**src/rtl/hpc1_and_stream_if.sv**
```systemverilog
// Stream bundle for hpc1_and_stream: operand shares, randomness and result channels.
// The master drives operands, randomness and out_ready; the slave is the gadget.
interface hpc1_and_stream_if #(
    parameter int unsigned SECURITY_ORDER = 2,
    parameter int unsigned WIDTH          = 8,
    parameter int unsigned CNT_W          = 16
);
    localparam int unsigned D      = SECURITY_ORDER + 1;
    localparam int unsigned R_PAIR = D * (D - 1) / 2;
    localparam int unsigned RND_W  = WIDTH * 2 * R_PAIR;

    logic [WIDTH*D-1:0] ina;
    logic [WIDTH*D-1:0] inb;
    logic               in_valid;
    logic               in_ready;
    logic [RND_W-1:0]   rnd;
    logic               rnd_valid;
    logic               rnd_ready;
    logic [WIDTH*D-1:0] outt;
    logic               out_valid;
    logic               out_ready;
    logic [CNT_W-1:0]   op_cnt;

    modport master (
        output ina, inb, in_valid, rnd, rnd_valid, out_ready,
        input  in_ready, rnd_ready, outt, out_valid, op_cnt
    );

    modport slave (
        input  ina, inb, in_valid, rnd, rnd_valid, out_ready,
        output in_ready, rnd_ready, outt, out_valid, op_cnt
    );
endinterface

```
**src/rtl/hpc1_and_stream.sv**
```systemverilog
// Multi-lane two-stage HPC1 masked AND: refresh B and delay A in stage 1,
// DOM cross products in stage 2, share-wise compression on the output.
module hpc1_and_stream #(
    parameter int unsigned SECURITY_ORDER = 2,
    parameter int unsigned WIDTH          = 8,
    parameter int unsigned CNT_W          = 16
) (
    input logic              clk,
    input logic              rst_n,
    hpc1_and_stream_if.slave bus
);
    localparam int unsigned D      = SECURITY_ORDER + 1;
    localparam int unsigned R_PAIR = D * (D - 1) / 2;
    localparam int unsigned NS     = WIDTH * D;

    // Lexicographic index of share pair (j,k), j<k.
    function automatic int unsigned pair_idx(input int unsigned j, input int unsigned k);
        return j * D - (j * (j + 1)) / 2 + (k - j - 1);
    endfunction

    logic                    v1_q, v1_d, v2_q, v2_d;
    logic [NS-1:0]           a1_q, b1_q, b1_d;
    logic [WIDTH*R_PAIR-1:0] m1_q, m1_d;
    logic [NS*D-1:0]         c_q, c_d;
    logic [CNT_W-1:0]        cnt_q;
    logic                    fire_in, adv2, drain;

    assign adv2          = v1_q & (~v2_q | bus.out_ready);
    assign bus.in_ready  = rst_n & (~v1_q | adv2);
    assign bus.rnd_ready = bus.in_ready & bus.in_valid;
    assign fire_in       = bus.in_valid & bus.rnd_valid & bus.in_ready;
    assign drain         = v2_q & bus.out_ready;
    assign bus.out_valid = v2_q;
    assign bus.op_cnt    = cnt_q;

    for (genvar i = 0; i < WIDTH; i++) begin : g_lane
        localparam int unsigned RB = i * 2 * R_PAIR;

        assign m1_d[i*R_PAIR +: R_PAIR] = bus.rnd[RB + R_PAIR +: R_PAIR];

        for (genvar j = 0; j < D; j++) begin : g_share
            logic [D-1:0] ref_bits;

            for (genvar k = 0; k < D; k++) begin : g_term
                localparam int unsigned PLO = (j < k) ? j : k;
                localparam int unsigned PHI = (j < k) ? k : j;
                localparam int unsigned CI  = (i * D + j) * D + k;

                if (j == k) begin : g_diag
                    assign ref_bits[k] = 1'b0;
                    assign c_d[CI]     = a1_q[i*D+j] & b1_q[i*D+k];
                end else begin : g_cross
                    assign ref_bits[k] = bus.rnd[RB + pair_idx(PLO, PHI)];
                    assign c_d[CI]     = (a1_q[i*D+j] & b1_q[i*D+k])
                                         ^ m1_q[i*R_PAIR + pair_idx(PLO, PHI)];
                end
            end

            // Each refresh bit lands on exactly two shares, so the unmasked B is unchanged.
            assign b1_d[i*D+j]     = bus.inb[i*D+j] ^ (^ref_bits);
            assign bus.outt[i*D+j] = ^c_q[(i*D+j)*D +: D];
        end
    end

    always_comb begin
        v1_d = v1_q;
        v2_d = v2_q;
        if (fire_in) begin
            v1_d = 1'b1;
        end else if (adv2) begin
            v1_d = 1'b0;
        end
        if (adv2) begin
            v2_d = 1'b1;
        end else if (drain) begin
            v2_d = 1'b0;
        end
    end

    always_ff @(posedge clk or negedge rst_n) begin
        if (!rst_n) begin
            v1_q  <= 1'b0;
            v2_q  <= 1'b0;
            a1_q  <= '0;
            b1_q  <= '0;
            m1_q  <= '0;
            c_q   <= '0;
            cnt_q <= '0;
        end else begin
            v1_q <= v1_d;
            v2_q <= v2_d;
            if (fire_in) begin
                a1_q <= bus.ina;
                b1_q <= b1_d;
                m1_q <= m1_d;
            end
            if (adv2) begin
                c_q <= c_d;
            end
            if (drain) begin
                cnt_q <= cnt_q + CNT_W'(1);
            end
        end
    end
endmodule

```
**src/flat_wrapper.sv**
```systemverilog
// flat-port wrapper written by rule: the top's interface ports become plain ports
module hpc1_and_stream_flat 
#(
    parameter int unsigned SECURITY_ORDER = 2,
    parameter int unsigned WIDTH          = 8,
    parameter int unsigned CNT_W          = 16
)
  (clk, rst_n, bus_ina, bus_inb, bus_in_valid, bus_rnd, bus_rnd_valid, bus_out_ready, bus_in_ready, bus_rnd_ready, bus_outt, bus_out_valid, bus_op_cnt);
  hpc1_and_stream_if #(.SECURITY_ORDER(SECURITY_ORDER), .WIDTH(WIDTH), .CNT_W(CNT_W)) bus_i ();
  input logic clk;
  input logic rst_n;
  input wire logic [$bits(bus_i.ina)-1:0] bus_ina;
  input wire logic [$bits(bus_i.inb)-1:0] bus_inb;
  input wire logic [$bits(bus_i.in_valid)-1:0] bus_in_valid;
  input wire logic [$bits(bus_i.rnd)-1:0] bus_rnd;
  input wire logic [$bits(bus_i.rnd_valid)-1:0] bus_rnd_valid;
  input wire logic [$bits(bus_i.out_ready)-1:0] bus_out_ready;
  output wire logic [$bits(bus_i.in_ready)-1:0] bus_in_ready;
  output wire logic [$bits(bus_i.rnd_ready)-1:0] bus_rnd_ready;
  output wire logic [$bits(bus_i.outt)-1:0] bus_outt;
  output wire logic [$bits(bus_i.out_valid)-1:0] bus_out_valid;
  output wire logic [$bits(bus_i.op_cnt)-1:0] bus_op_cnt;
  assign bus_i.ina = bus_ina;
  assign bus_i.inb = bus_inb;
  assign bus_i.in_valid = bus_in_valid;
  assign bus_i.rnd = bus_rnd;
  assign bus_i.rnd_valid = bus_rnd_valid;
  assign bus_i.out_ready = bus_out_ready;
  assign bus_in_ready = bus_i.in_ready;
  assign bus_rnd_ready = bus_i.rnd_ready;
  assign bus_outt = bus_i.outt;
  assign bus_out_valid = bus_i.out_valid;
  assign bus_op_cnt = bus_i.op_cnt;
  hpc1_and_stream #(.SECURITY_ORDER(SECURITY_ORDER), .WIDTH(WIDTH), .CNT_W(CNT_W)) u_core (.clk(clk), .rst_n(rst_n), .bus(bus_i));
endmodule
```
**config.mk**
```make
export PLATFORM = sky130hd
export DESIGN_NAME = hpc1_and_stream_flat
export DESIGN_NICKNAME = d
export VERILOG_FILES = /design/src/rtl/hpc1_and_stream_if.sv /design/src/rtl/hpc1_and_stream.sv /design/src/flat_wrapper.sv
export SDC_FILE = /design/constraint.sdc
export NUM_CORES = 1
export LEC_CHECK = 0
export BUFFER_PORTS_ARGS = -buffer_cell sky130_fd_sc_hd__buf_2
export CAP_MARGIN = 25
export CORE_MARGIN = 8
export CORE_UTILIZATION = 55
export DETAILED_ROUTE_END_ITERATION = 6
export GPL_TIMING_DRIVEN = 1
export PLACE_DENSITY = 0.88
export SYNTH_ARGS = -nofsm -noshare
export SYNTH_HDL_FRONTEND = slang
export SYNTH_SLANG_ARGS = --single-unit
```
**constraint.sdc**
```tcl
create_clock -name clk -period 1.8 [get_ports clk]
set_input_delay 0.36 -clock clk [delete_from_list [all_inputs] [get_ports clk]]
set_output_delay 0.36 -clock clk [all_outputs]
set_load 0.02 [all_outputs]
```
==> impl_metrics.json <==
{
  "gp_congestion": 0.7700,
  "numPortBuffers": 143,
  "ys_seq_elements": 162,
  "outcome": "finished, final reports clean",
  "p_total_w": 0.01257,
  "clkSinkCount": 162,
  "cts_buffers": 17,
  "fin_util": 0.6816,
  "syn_nets": 796,
  "finalNetCount": 942,
  "syn_to_final_growth_pct": 21.06,
  "ios": 144,
  "grt_max_degree": 122,
  "drt_iter0_markers": 219,
  "cts_buffer_depth": 2,
  "synth_area_per_cell_um2": 10.79,
  "vias": 5159,
  "cp_max_fo": 2,
  "ys_warn_count": 0,
  "antenna_cells": 0,
  "tightestPinTransition_ps": 625.2,
  "dpl_worst_slack_ps": 130.6,
  "antenna_found_initial": 0,
  "overflow": 0,
  "die_h_um": 132.7,
  "post_drt_wl_per_cell_um": 14.78,
  "post-route-drc-count": 0,
  "synthDistinctLibCells": 27,
  "cp.required_ps": 1440,
  "dpl.cell_count": 997,
  "htree_levels": 4,
  "avgViaCountPerCell": 5.014,
  "totalWireLength_um": 15200,
  "instances_no_fill": 1029,
  "cp-end-kind": "output port",
  "crit_arrival_ps": 1380,
  "period_minus_slack_ps": 1743,
  "final_antenna_net_count": 0,
  "yosysSeqAreaShare": 0.5415,
  "fin_worst_skew_ps": 7.257,
  "core-area_um2": 13300,
  "setup_viol": 0,
  "hold_viol": 0,
  "root_buffer": "clkbuf_16",
  "cp-start-kind": "flop",
  "path_clk_slew_ps": 60,
  "track_usage": 0.1832,
  "layout-drive-gt1-share": 0.2309,
  "rows": 42,
  "criticalPathCategory": "reg -> out",
  "synth_cells": 694,
  "clock.fmax_mhz": 573.7,
  "grt_pass1_vias": 5554,
  "dieArea_um2": 17600,
  "start_util": 0.5631,
  "post-route-period-util": 0.9684,
  "ctsHoldBuffers": 0,
  "layout_common_cells": "174 x nand2_1, 161 x dfrtp_1, 137 x buf_2",
  "slew_headroom": 0.5832,
  "insertion_delay_ps": 420,
  "drv_cap": 0,
  "fill_cells": 1007,
  "post-dp-hpwl_um": 11180,
  "syn-cell-area_um2": 7486,
  "hp-class": "in -> async",
  "slew_violations": 0,
  "powerDensity_nw_per_um2": 1387,
  "first_pass_iters": 4,
  "p_leak_nw": 4.319,
  "fp.dieW_um": 132.7,
  "rsz0062_at_grt": "true",
  "fin_ws_ps": 56.81,
  "layout_commonest_cell": "nand2_1",
  "grt_pass1_wl_um": 26170,
  "ir_worst_vdd_mv": 0.9637,
  "cts_tree": "done"
}
[path summary, 6_finish.rpt]
path                                            start                     to  slack, ps  depth (start not counted)
worst max-delay path                    u_core.c_q[2]            bus_outt[0]         60                          3
worst min-delay path                            rst_n   u_core.bus.out_valid         30                          2
worst max register to register   u_core.bus.out_valid        u_core.a1_q[11]        300                          4
worst min register to register  u_core.bus.op_cnt[15]  u_core.bus.op_cnt[15]        460                          1
max in group asynchronous                       rst_n         u_core.a1_q[4]       1280                          2
min in group clk                          bus_rnd[46]        u_core.m1_q[22]        140                          2
[kinds of logic after synthesis]
group	synth area share
compound gates	0.04814
xor+xnor	0.1860
simple gates	0.1272
buf+inv	0.02173
mux	0.07371
fa+ha+maj	0.001671
flops	0.5415
[sequential cells by signal, indices dropped and copies added (netlist names)]
name                  flops
u_core.a1_q              24
u_core.b1_q              24
u_core.v1_q               1
u_core.c_q               72
u_core.bus.op_cnt        16
u_core.bus.out_valid      1
u_core.m1_q              24
[repair_timing]
item | CTS | global route
resized for setup | 2 | 11
buffers inserted | 0 | 0
setup endpoints to repair | 2 | 8
pin swaps | 0 | 2
[synthesized netlist by cell type]
library cell	n	area share
nand2_1	175	0.088
dfrtp_1	162	0.54
xnor2_1	83	0.097
xor2_1	76	0.089
o21ai_0	67	0.045
mux2_1	48	0.072
nand3_1	29	0.019
buf_2	10	0.0067
clkbuf_1	8	0.0040
buf_6	5	0.0075
o21ai_1	5	0.0033
and2_1	3	0.0025
buf_4	3	0.0030
nand4_1	3	0.0025
nor2_1	3	0.0015
and3_1	2	0.0017
nand2b_1	2	0.0017
and3_2	1	0.0010
ha_1	1	0.0017
inv_1	1	0.00050
mux2_2	1	0.0015
nand3b_2	1	0.0015
nand4_2	1	0.0017
nand4_4	1	0.0028
nor3_1	1	0.00067
nor4_1	1	0.00084
nor4_2	1	0.0017
[where the power goes]
| group | switching, W | total [W] | internal [W] | leakage [nW] |
|---|---|---|---|---|
| combinational | 0.00202 | 0.00372 | 0.00170 | 2.02 |
| sequential | 0.000818 | 0.00534 | 0.00452 | 2.03 |
| clock | 0.00143 | 0.00351 | 0.00208 | 0.269 |
[stage by stage]
step                area (um^2)  hold slack (ps)  setup TNS, ps
finish                     9062            33.14              0
global route               9062            61.64         -33.25
floorplan                  7486            64.41              0
CTS                        9005            39.56              0
detailed placement         8414            461.6              0
global placement           8414            455.6              0
[routing by layer]
layer / track usage / share of wire / up-vias
met3: 0.05110 / 0.047 / 22
met1: 0.2100 / 0.41 / 2458
met4: 0.08076 / 0.021 / 0
met5: 0 / 0 / -
li1: - / - / 2563
met2: 0.3137 / 0.52 / 116
[worst max-delay path: stages (launching register included)]
cell	delay (ps)
dfrtp_1	420
xnor2_2	230
xnor2_2	150
buf_4	170
[area by class of cell]
type	count	area (um^2)	area share
multi-input combinational	505	3331	0.3675
sequential	162	4055	0.4475
clock buffer	20	446.7	0.04929
inverter	1	3.754	0.0004142
tap	176	220.2	0.02430
clock inverter	12	133.9	0.01477
timing repair buffer	153	872.1	0.09623
(Power assumes the default switching activity.)
